### config.mk
export PLATFORM = sky130hd
export DESIGN_NAME = crc5_decode_flat
export DESIGN_NICKNAME = d
export VERILOG_FILES = /design/src/rtl/crc5_decode_if.sv /design/src/rtl/crc5_decode.sv /design/src/flat_wrapper.sv
export SDC_FILE = /design/constraint.sdc
export NUM_CORES = 1
export LEC_CHECK = 0
export ABC_AREA = 1
export CAP_MARGIN = 15
export CORE_MARGIN = 2
export CORE_UTILIZATION = 51
export DETAILED_ROUTE_END_ITERATION = 10
export PLACE_DENSITY = 0.76
export SLEW_MARGIN = 25
export SYNTH_ARGS = -nofsm -noshare
export SYNTH_HDL_FRONTEND = slang
export SYNTH_SLANG_ARGS = --single-unit
### constraint.sdc
create_clock -name clock -period 3.5 [get_ports clock]
set_input_delay 0.7 -clock clock [delete_from_list [all_inputs] [get_ports clock]]
set_output_delay 0.7 -clock clock [all_outputs]
set_load 0.02 [all_outputs]
### src/rtl/crc5_decode_if.sv
`default_nettype none
// ============================================================================
//  Module   : crc5_decode_if
//  Purpose  : Bundle between the bit-unstuffer / protocol handler side and
//             the token-packet CRC5 decoder.
//  Signals  :
//    sop        start-of-packet strobe, one cycle          (master -> slave)
//    in_bit     received (unstuffed) bit                   (master -> slave)
//    in_valid   in_bit is valid this cycle                 (master -> slave)
//    eop        end-of-packet strobe, one cycle            (master -> slave)
//    pkt_out    reassembled PID + addr/endp, bit i = i-th received bit
//    pkt_valid  one-cycle pulse, good packet               (slave -> master)
//    crc_error  one-cycle pulse, CRC residual mismatch     (slave -> master)
//    pid_error  one-cycle pulse, PID nibble check failed   (slave -> master)
//    len_error  one-cycle pulse, wrong bit count           (slave -> master)
//    busy       packet reception in progress               (slave -> master)
//  Revision : 1.0 - initial release
// ============================================================================
interface crc5_decode_if #(
  parameter int PID_LEN  = 8,
  parameter int DATA_LEN = 11
);
  logic                         sop;
  logic                         in_bit;
  logic                         in_valid;
  logic                         eop;
  logic [PID_LEN+DATA_LEN-1:0]  pkt_out;
  logic                         pkt_valid;
  logic                         crc_error;
  logic                         pid_error;
  logic                         len_error;
  logic                         busy;

  modport master (
    output sop, in_bit, in_valid, eop,
    input  pkt_out, pkt_valid, crc_error, pid_error, len_error, busy
  );

  modport slave (
    input  sop, in_bit, in_valid, eop,
    output pkt_out, pkt_valid, crc_error, pid_error, len_error, busy
  );
endinterface
`default_nettype wire

### src/rtl/crc5_decode.sv
`default_nettype none
// ============================================================================
//  Module   : crc5_decode
//  Purpose  : Receive-side token-packet checker. Collects the LSB-first
//             serial stream (8-bit PID, 11 addr/endp bits, 5 CRC bits),
//             reassembles the 19-bit packet, checks the PID nibbles, the
//             CRC5 residual and the packet length, and reports exactly one
//             result pulse per packet.
//  Ports    :
//    clock      system clock, rising edge
//    reset_n    asynchronous active-low reset
//    bus        crc5_decode_if slave modport (sop/in_bit/in_valid/eop in,
//               pkt_out/pkt_valid/crc_error/pid_error/len_error/busy out)
//  Revision : 1.0 - initial release
// ============================================================================
module crc5_decode #(
  parameter int PID_LEN  = 8,
  parameter int DATA_LEN = 11,
  parameter int CRC_LEN  = 5
) (
  input  logic          clock,
  input  logic          reset_n,
  crc5_decode_if.slave  bus
);

  localparam int PKT_LEN = PID_LEN + DATA_LEN;
  localparam int TOT_LEN = PKT_LEN + CRC_LEN;
  localparam int CNT_W   = $clog2(TOT_LEN + 2);
  localparam int IDX_W   = $clog2(PKT_LEN);

  localparam logic [CNT_W-1:0]   C_PID_LEN  = CNT_W'(PID_LEN);
  localparam logic [CNT_W-1:0]   C_PKT_LEN  = CNT_W'(PKT_LEN);
  localparam logic [CNT_W-1:0]   C_TOT_LEN  = CNT_W'(TOT_LEN);
  // Remainder left in the register after a correct CRC has been shifted in.
  localparam logic [CRC_LEN-1:0] C_RESIDUAL = 5'b01100;

  typedef enum logic [2:0] {
    S_IDLE      = 3'd0,
    S_RECV_PID  = 3'd1,
    S_RECV_BODY = 3'd2,
    S_WAIT_EOP  = 3'd3,
    S_REPORT    = 3'd4
  } state_t;

  state_t               state_q;
  logic [CNT_W-1:0]     cnt_q,  cnt_d;
  logic [PKT_LEN-1:0]   pkt_q,  pkt_d;
  logic [CRC_LEN-1:0]   crc_q,  crc_d;
  logic                 pkt_valid_q;
  logic                 crc_error_q;
  logic                 pid_error_q;
  logic                 len_error_q;
  logic                 busy_q;

  logic                 w_count;
  logic                 w_fb;
  logic                 w_pid_bad;

  // Bit acceptance: counting happens in every receiving state, but only the
  // first PKT_LEN bits are stored and only the bits after the PID are CRC'd.
  always_comb begin
    w_count = bus.in_valid &&
              ((state_q == S_RECV_PID) || (state_q == S_RECV_BODY) ||
               (state_q == S_WAIT_EOP));
    cnt_d   = cnt_q;
    pkt_d   = pkt_q;
    crc_d   = crc_q;
    w_fb    = 1'b0;
    if (w_count) begin
      cnt_d = cnt_q + 1'b1;
      if (cnt_q < C_PKT_LEN) begin
        pkt_d[cnt_q[IDX_W-1:0]] = bus.in_bit;
      end
      if ((cnt_q >= C_PID_LEN) && (cnt_q < C_TOT_LEN)) begin
        w_fb  = bus.in_bit ^ crc_q[4];
        crc_d = {crc_q[3], crc_q[2], crc_q[1] ^ w_fb, crc_q[0], w_fb};
      end
    end
  end

  // A valid PID carries its check nibble in the upper half.
  assign w_pid_bad = (pkt_q[PID_LEN-1:PID_LEN/2] != ~pkt_q[PID_LEN/2-1:0]);

  always_ff @(posedge clock or negedge reset_n) begin
    if (!reset_n) begin
      state_q     <= S_IDLE;
      cnt_q       <= '0;
      pkt_q       <= '0;
      crc_q       <= '1;
      pkt_valid_q <= 1'b0;
      crc_error_q <= 1'b0;
      pid_error_q <= 1'b0;
      len_error_q <= 1'b0;
      busy_q      <= 1'b0;
    end else begin
      pkt_valid_q <= 1'b0;
      crc_error_q <= 1'b0;
      pid_error_q <= 1'b0;
      len_error_q <= 1'b0;

      if (bus.sop) begin
        // sop wins over everything, including a coincident bit or eop.
        state_q <= S_RECV_PID;
        cnt_q   <= '0;
        pkt_q   <= '0;
        crc_q   <= '1;
        busy_q  <= 1'b1;
      end else begin
        cnt_q <= cnt_d;
        pkt_q <= pkt_d;
        crc_q <= crc_d;
        case (state_q)
          S_RECV_PID, S_RECV_BODY: begin
            // eop is judged against the count after any coincident bit.
            if (bus.eop) begin
              busy_q <= 1'b0;
              if (cnt_d == C_TOT_LEN) begin
                state_q <= S_REPORT;
              end else begin
                len_error_q <= 1'b1;
                state_q     <= S_IDLE;
              end
            end else if (cnt_d == C_TOT_LEN) begin
              state_q <= S_WAIT_EOP;
            end else if (cnt_d >= C_PID_LEN) begin
              state_q <= S_RECV_BODY;
            end
          end
          S_WAIT_EOP: begin
            // A bit beyond the CRC is an overlong packet, even alongside eop.
            if (bus.in_valid) begin
              len_error_q <= 1'b1;
              busy_q      <= 1'b0;
              state_q     <= S_IDLE;
            end else if (bus.eop) begin
              busy_q  <= 1'b0;
              state_q <= S_REPORT;
            end
          end
          S_REPORT: begin
            state_q <= S_IDLE;
            if (w_pid_bad) begin
              pid_error_q <= 1'b1;
            end else if (crc_q != C_RESIDUAL) begin
              crc_error_q <= 1'b1;
            end else begin
              pkt_valid_q <= 1'b1;
            end
          end
          default: begin
            state_q <= S_IDLE;
          end
        endcase
      end
    end
  end

  assign bus.pkt_out   = pkt_q;
  assign bus.pkt_valid = pkt_valid_q;
  assign bus.crc_error = crc_error_q;
  assign bus.pid_error = pid_error_q;
  assign bus.len_error = len_error_q;
  assign bus.busy      = busy_q;

endmodule
`default_nettype wire

### src/flat_wrapper.sv
// flat-port wrapper written by rule: the top's interface ports become plain ports
module crc5_decode_flat 
#(
  parameter int PID_LEN  = 8,
  parameter int DATA_LEN = 11,
  parameter int CRC_LEN  = 5
)
  (clock, reset_n, bus_sop, bus_in_bit, bus_in_valid, bus_eop, bus_pkt_out, bus_pkt_valid, bus_crc_error, bus_pid_error, bus_len_error, bus_busy);
  crc5_decode_if #(.PID_LEN(PID_LEN), .DATA_LEN(DATA_LEN)) bus_i ();
  input  logic clock;
  input  logic reset_n;
  input wire logic [$bits(bus_i.sop)-1:0] bus_sop;
  input wire logic [$bits(bus_i.in_bit)-1:0] bus_in_bit;
  input wire logic [$bits(bus_i.in_valid)-1:0] bus_in_valid;
  input wire logic [$bits(bus_i.eop)-1:0] bus_eop;
  output wire logic [$bits(bus_i.pkt_out)-1:0] bus_pkt_out;
  output wire logic [$bits(bus_i.pkt_valid)-1:0] bus_pkt_valid;
  output wire logic [$bits(bus_i.crc_error)-1:0] bus_crc_error;
  output wire logic [$bits(bus_i.pid_error)-1:0] bus_pid_error;
  output wire logic [$bits(bus_i.len_error)-1:0] bus_len_error;
  output wire logic [$bits(bus_i.busy)-1:0] bus_busy;
  assign bus_i.sop = bus_sop;
  assign bus_i.in_bit = bus_in_bit;
  assign bus_i.in_valid = bus_in_valid;
  assign bus_i.eop = bus_eop;
  assign bus_pkt_out = bus_i.pkt_out;
  assign bus_pkt_valid = bus_i.pkt_valid;
  assign bus_crc_error = bus_i.crc_error;
  assign bus_pid_error = bus_i.pid_error;
  assign bus_len_error = bus_i.len_error;
  assign bus_busy = bus_i.busy;
  crc5_decode #(.PID_LEN(PID_LEN), .DATA_LEN(DATA_LEN), .CRC_LEN(CRC_LEN)) u_core (.clock(clock), .reset_n(reset_n), .bus(bus_i));
endmodule
==> summary.md <==
- # port buffers: 29
- total length of routed wires: 4.23 mm
- clock transition time at the flip-flop clock pins of the worst setup and hold paths: 0.07 ns
- total placed instance area: 2350 um2
- vias in the first global route: 1579
- largest net degree at the start of global routing: 38
- crit path kind: in2reg
- number of detailed-route iterations in the first pass: 5
- Buf+Inv Stages, Crit Path: 1
- aggregate global routing overflow: 0
- first-pass GRT wire length: 7.00 mm
- TritonCTS clock tree: built
- DP HPWL: 3.15 mm
- type of element capturing the critical path: flop
- number of setup buffers added after CTS: 0
- DIE AREA: 4500 um2
- commonest non-fill, non-tap cell in the layout: nand2_1
- number of antenna violations at the first check in global routing: 0
- post-synthesis sequential area ratio: 0.460
- number of rows created at floorplan: 22
- DRC violation count after routing: 0
- post-route design area: 2460 um2
- setup repair after global routing missed its margin: no
- buffer levels on the longest clock path: 2
- result of the run: finished, final reports clean
- crit path cell chain: clkdlybuf4s50_1 -> nand3_4 -> nor3_4 -> nand4_1 -> nor2_1 -> a21oi_1
- via count: 1844
- Routed wire per std cell: 12.6 um
- highest achievable clock rate: 0.442 GHz
- Netlist Area Pre-Place: 2030 um2
- Worst Hold Slack: 0.491 ns
- global-route usage over all layers: 0.211
- number of placed I/O pins: 30
- max cap viols: 0
- Worst IR Drop VDD: 272 uV
- CP required: 3.68 ns
- final critical-path setup slack: 1.24 ns
- vias per std cell: 5.49
- count of final hold-check violations: 0
- number of instances in the synthesized netlist: 257
- Rel. slew slack: 0.560
- pre-CTS WS: 0.943 ns
- n_diodes: 0
- final critical delay including setup and external delays: 2.26 ns
- commonest cells after routing, fill and taps aside: nand2_1 (56), nor2_1 (36), dfrtp_1 (32)
- Slowest cell on crit path: clkdlybuf4s50_1
- Least-Margin Pin Slew: 0.659 ns
- number of hold buffers added after cts: 0
- leakage power figure: 1.16 nW
- later-pin clock latency in the skew report: 0.29 ns
- final setup violation count: 0
- PD cells: 394 nW/um2
- fraction of the cycle the final worst path needs: 0.647
- post_cts resized: 0
- number of nets at the end of the flow: 301
- initial core utilization: 0.542
- class of the most critical hold timing path: reg2reg
- non-filler cells in the finished layout: 336
- count of routing violations after the opening detailed-route iteration: 78
- post-route total power: 0.968 mW
- number of buffers created by CTS: 5
- family of cells with the greatest summed delay on the critical path: simple AND/OR/NAND/NOR gates
- uppermost routed layer: met4
- Yosys warnings: 0
- Final Slew Violations: 0
- count of clock tree sinks: 37
- CP Launch Type: input pin
- Arrival @ worst endpoint: 2.44 ns
- syn avg cell area: 7.89 um2
- Fin Clk Skew: 0.00407 ns
- distinct cell type count after synthesis: 28
- WL met2: 2.00 mm
- ratio of cells with drive above 1 in the final layout: 0.0833
- antenna-violating nets left: 0
- detailed-routed wire length on met3: 231 um
- die boundary height: 67.1 um
- fraction of the core area covered by cells at the end of the flow: 0.657
- FF+latch count, synth: 37
- maximum level of the CTS H-tree: 2
- floorplan die width: 67.1 um
- wl on met1: 1.94 mm
- critical path peak fanout: 19
- GPL Wtd Cong: 0.859
- Setup TNS: 0 ns
- Syn Nets: 271
- Core Footprint: 3740 um2
- root buffer selected by CTS: clkbuf_8
- number of instances in the placed design: 328
- maximum cell stage delay along the critical path: 0.62 ns
- post-synthesis to final-layout area growth: 21.2%
[tightest hold or removal path, stage by stage (launching register included)]
cell and delay, ns:
dfrtp_1 0.35, nand2_1 0.06, nand2_1 0.05
[state kept, by name, indices dropped and copies added (netlist names)]
signal,count
u_core.crc_q,5
u_core.bus.pid_error,1
u_core.cnt_q,5
u_core.bus.pkt_valid,1
u_core.bus.crc_error,1
u_core.bus.pkt_out,19
u_core.bus.len_error,1
u_core.bus.busy,1
u_core.state_q,3
[metal layers]
layer	vias to the layer above	track usage
li1	920	-
met1	867	0.278
met2	51	0.337
met3	6	0.0507
met4	0	0.0765
met5	-	0
[final cells by class]
type                            count  area, um2
Fill cell                         352       1280
Inverter                           23       86.3
Clock inverter                      1       5.00
Tap cell                           48       60.1
Multi-Input combinational cell    189        973
Sequential cell                    37        932
Clock buffer                        7       96.3
Timing Repair Buffer               31        305
[logic make-up (layout without fill, tap and decap cells)]
group           Yosys count  in the layout  synth area share
simple gates            144            144             0.329
flops                    37             37             0.460
compound gates           34             34            0.0870
buf+inv                  31             62            0.0617
fa+ha+maj                 8              8            0.0494
xor+xnor                  3              3            0.0130
[path summary, 6_finish.rpt]
path | startpoint | endpoint | slack [ns] | cells past startpoint
worst max-delay path | bus_in_valid | u_core.bus.pkt_out[2] | 1.24 | 6
min in group asynchronous | reset_n | u_core.bus.pkt_out[14] | 0.82 | 2
worst min-delay path | u_core.bus.busy | u_core.bus.busy | 0.49 | 2
worst max register to register | u_core.cnt_q[3] | u_core.bus.pkt_out[2] | 1.56 | 8
worst min register to register | u_core.bus.busy | u_core.bus.busy | 0.49 | 2
max in group asynchronous | reset_n | u_core.crc_q[0] | 2.32 | 2
[power breakdown]
part           leakage [nW]  internal (mW)  switching (mW)  total (mW)
registers             0.489          0.455          0.0214       0.476
clock network        0.0542          0.178           0.145       0.323
logic                 0.621         0.0594           0.110       0.169
total                  1.16          0.692           0.276       0.968
[cells in the mapped netlist]
cell | count | area share
nand2_1 | 56 | 0.10
nor2_1 | 37 | 0.068
dfrtp_1 | 32 | 0.39
a21oi_1 | 25 | 0.062
nand3_1 | 21 | 0.052
nand4_1 | 19 | 0.059
inv_1 | 18 | 0.033
ha_1 | 8 | 0.049
o21ai_0 | 7 | 0.017
clkbuf_1 | 5 | 0.0093
dfstp_2 | 5 | 0.065
inv_2 | 4 | 0.0074
nor3_1 | 3 | 0.0074
xor2_1 | 3 | 0.013
and2_1 | 1 | 0.0031
and3_1 | 1 | 0.0031
buf_1 | 1 | 0.0018
buf_2 | 1 | 0.0025
buf_6 | 1 | 0.0056
clkinv_1 | 1 | 0.0018
nand2_4 | 1 | 0.0056
nand3_4 | 1 | 0.0086
nor2b_1 | 1 | 0.0031
nor3_2 | 1 | 0.0049
nor3_4 | 1 | 0.0080
nor4_1 | 1 | 0.0031
o211ai_1 | 1 | 0.0037
o311ai_1 | 1 | 0.0043
Note: power is estimated with default switching activity, not from simulation.
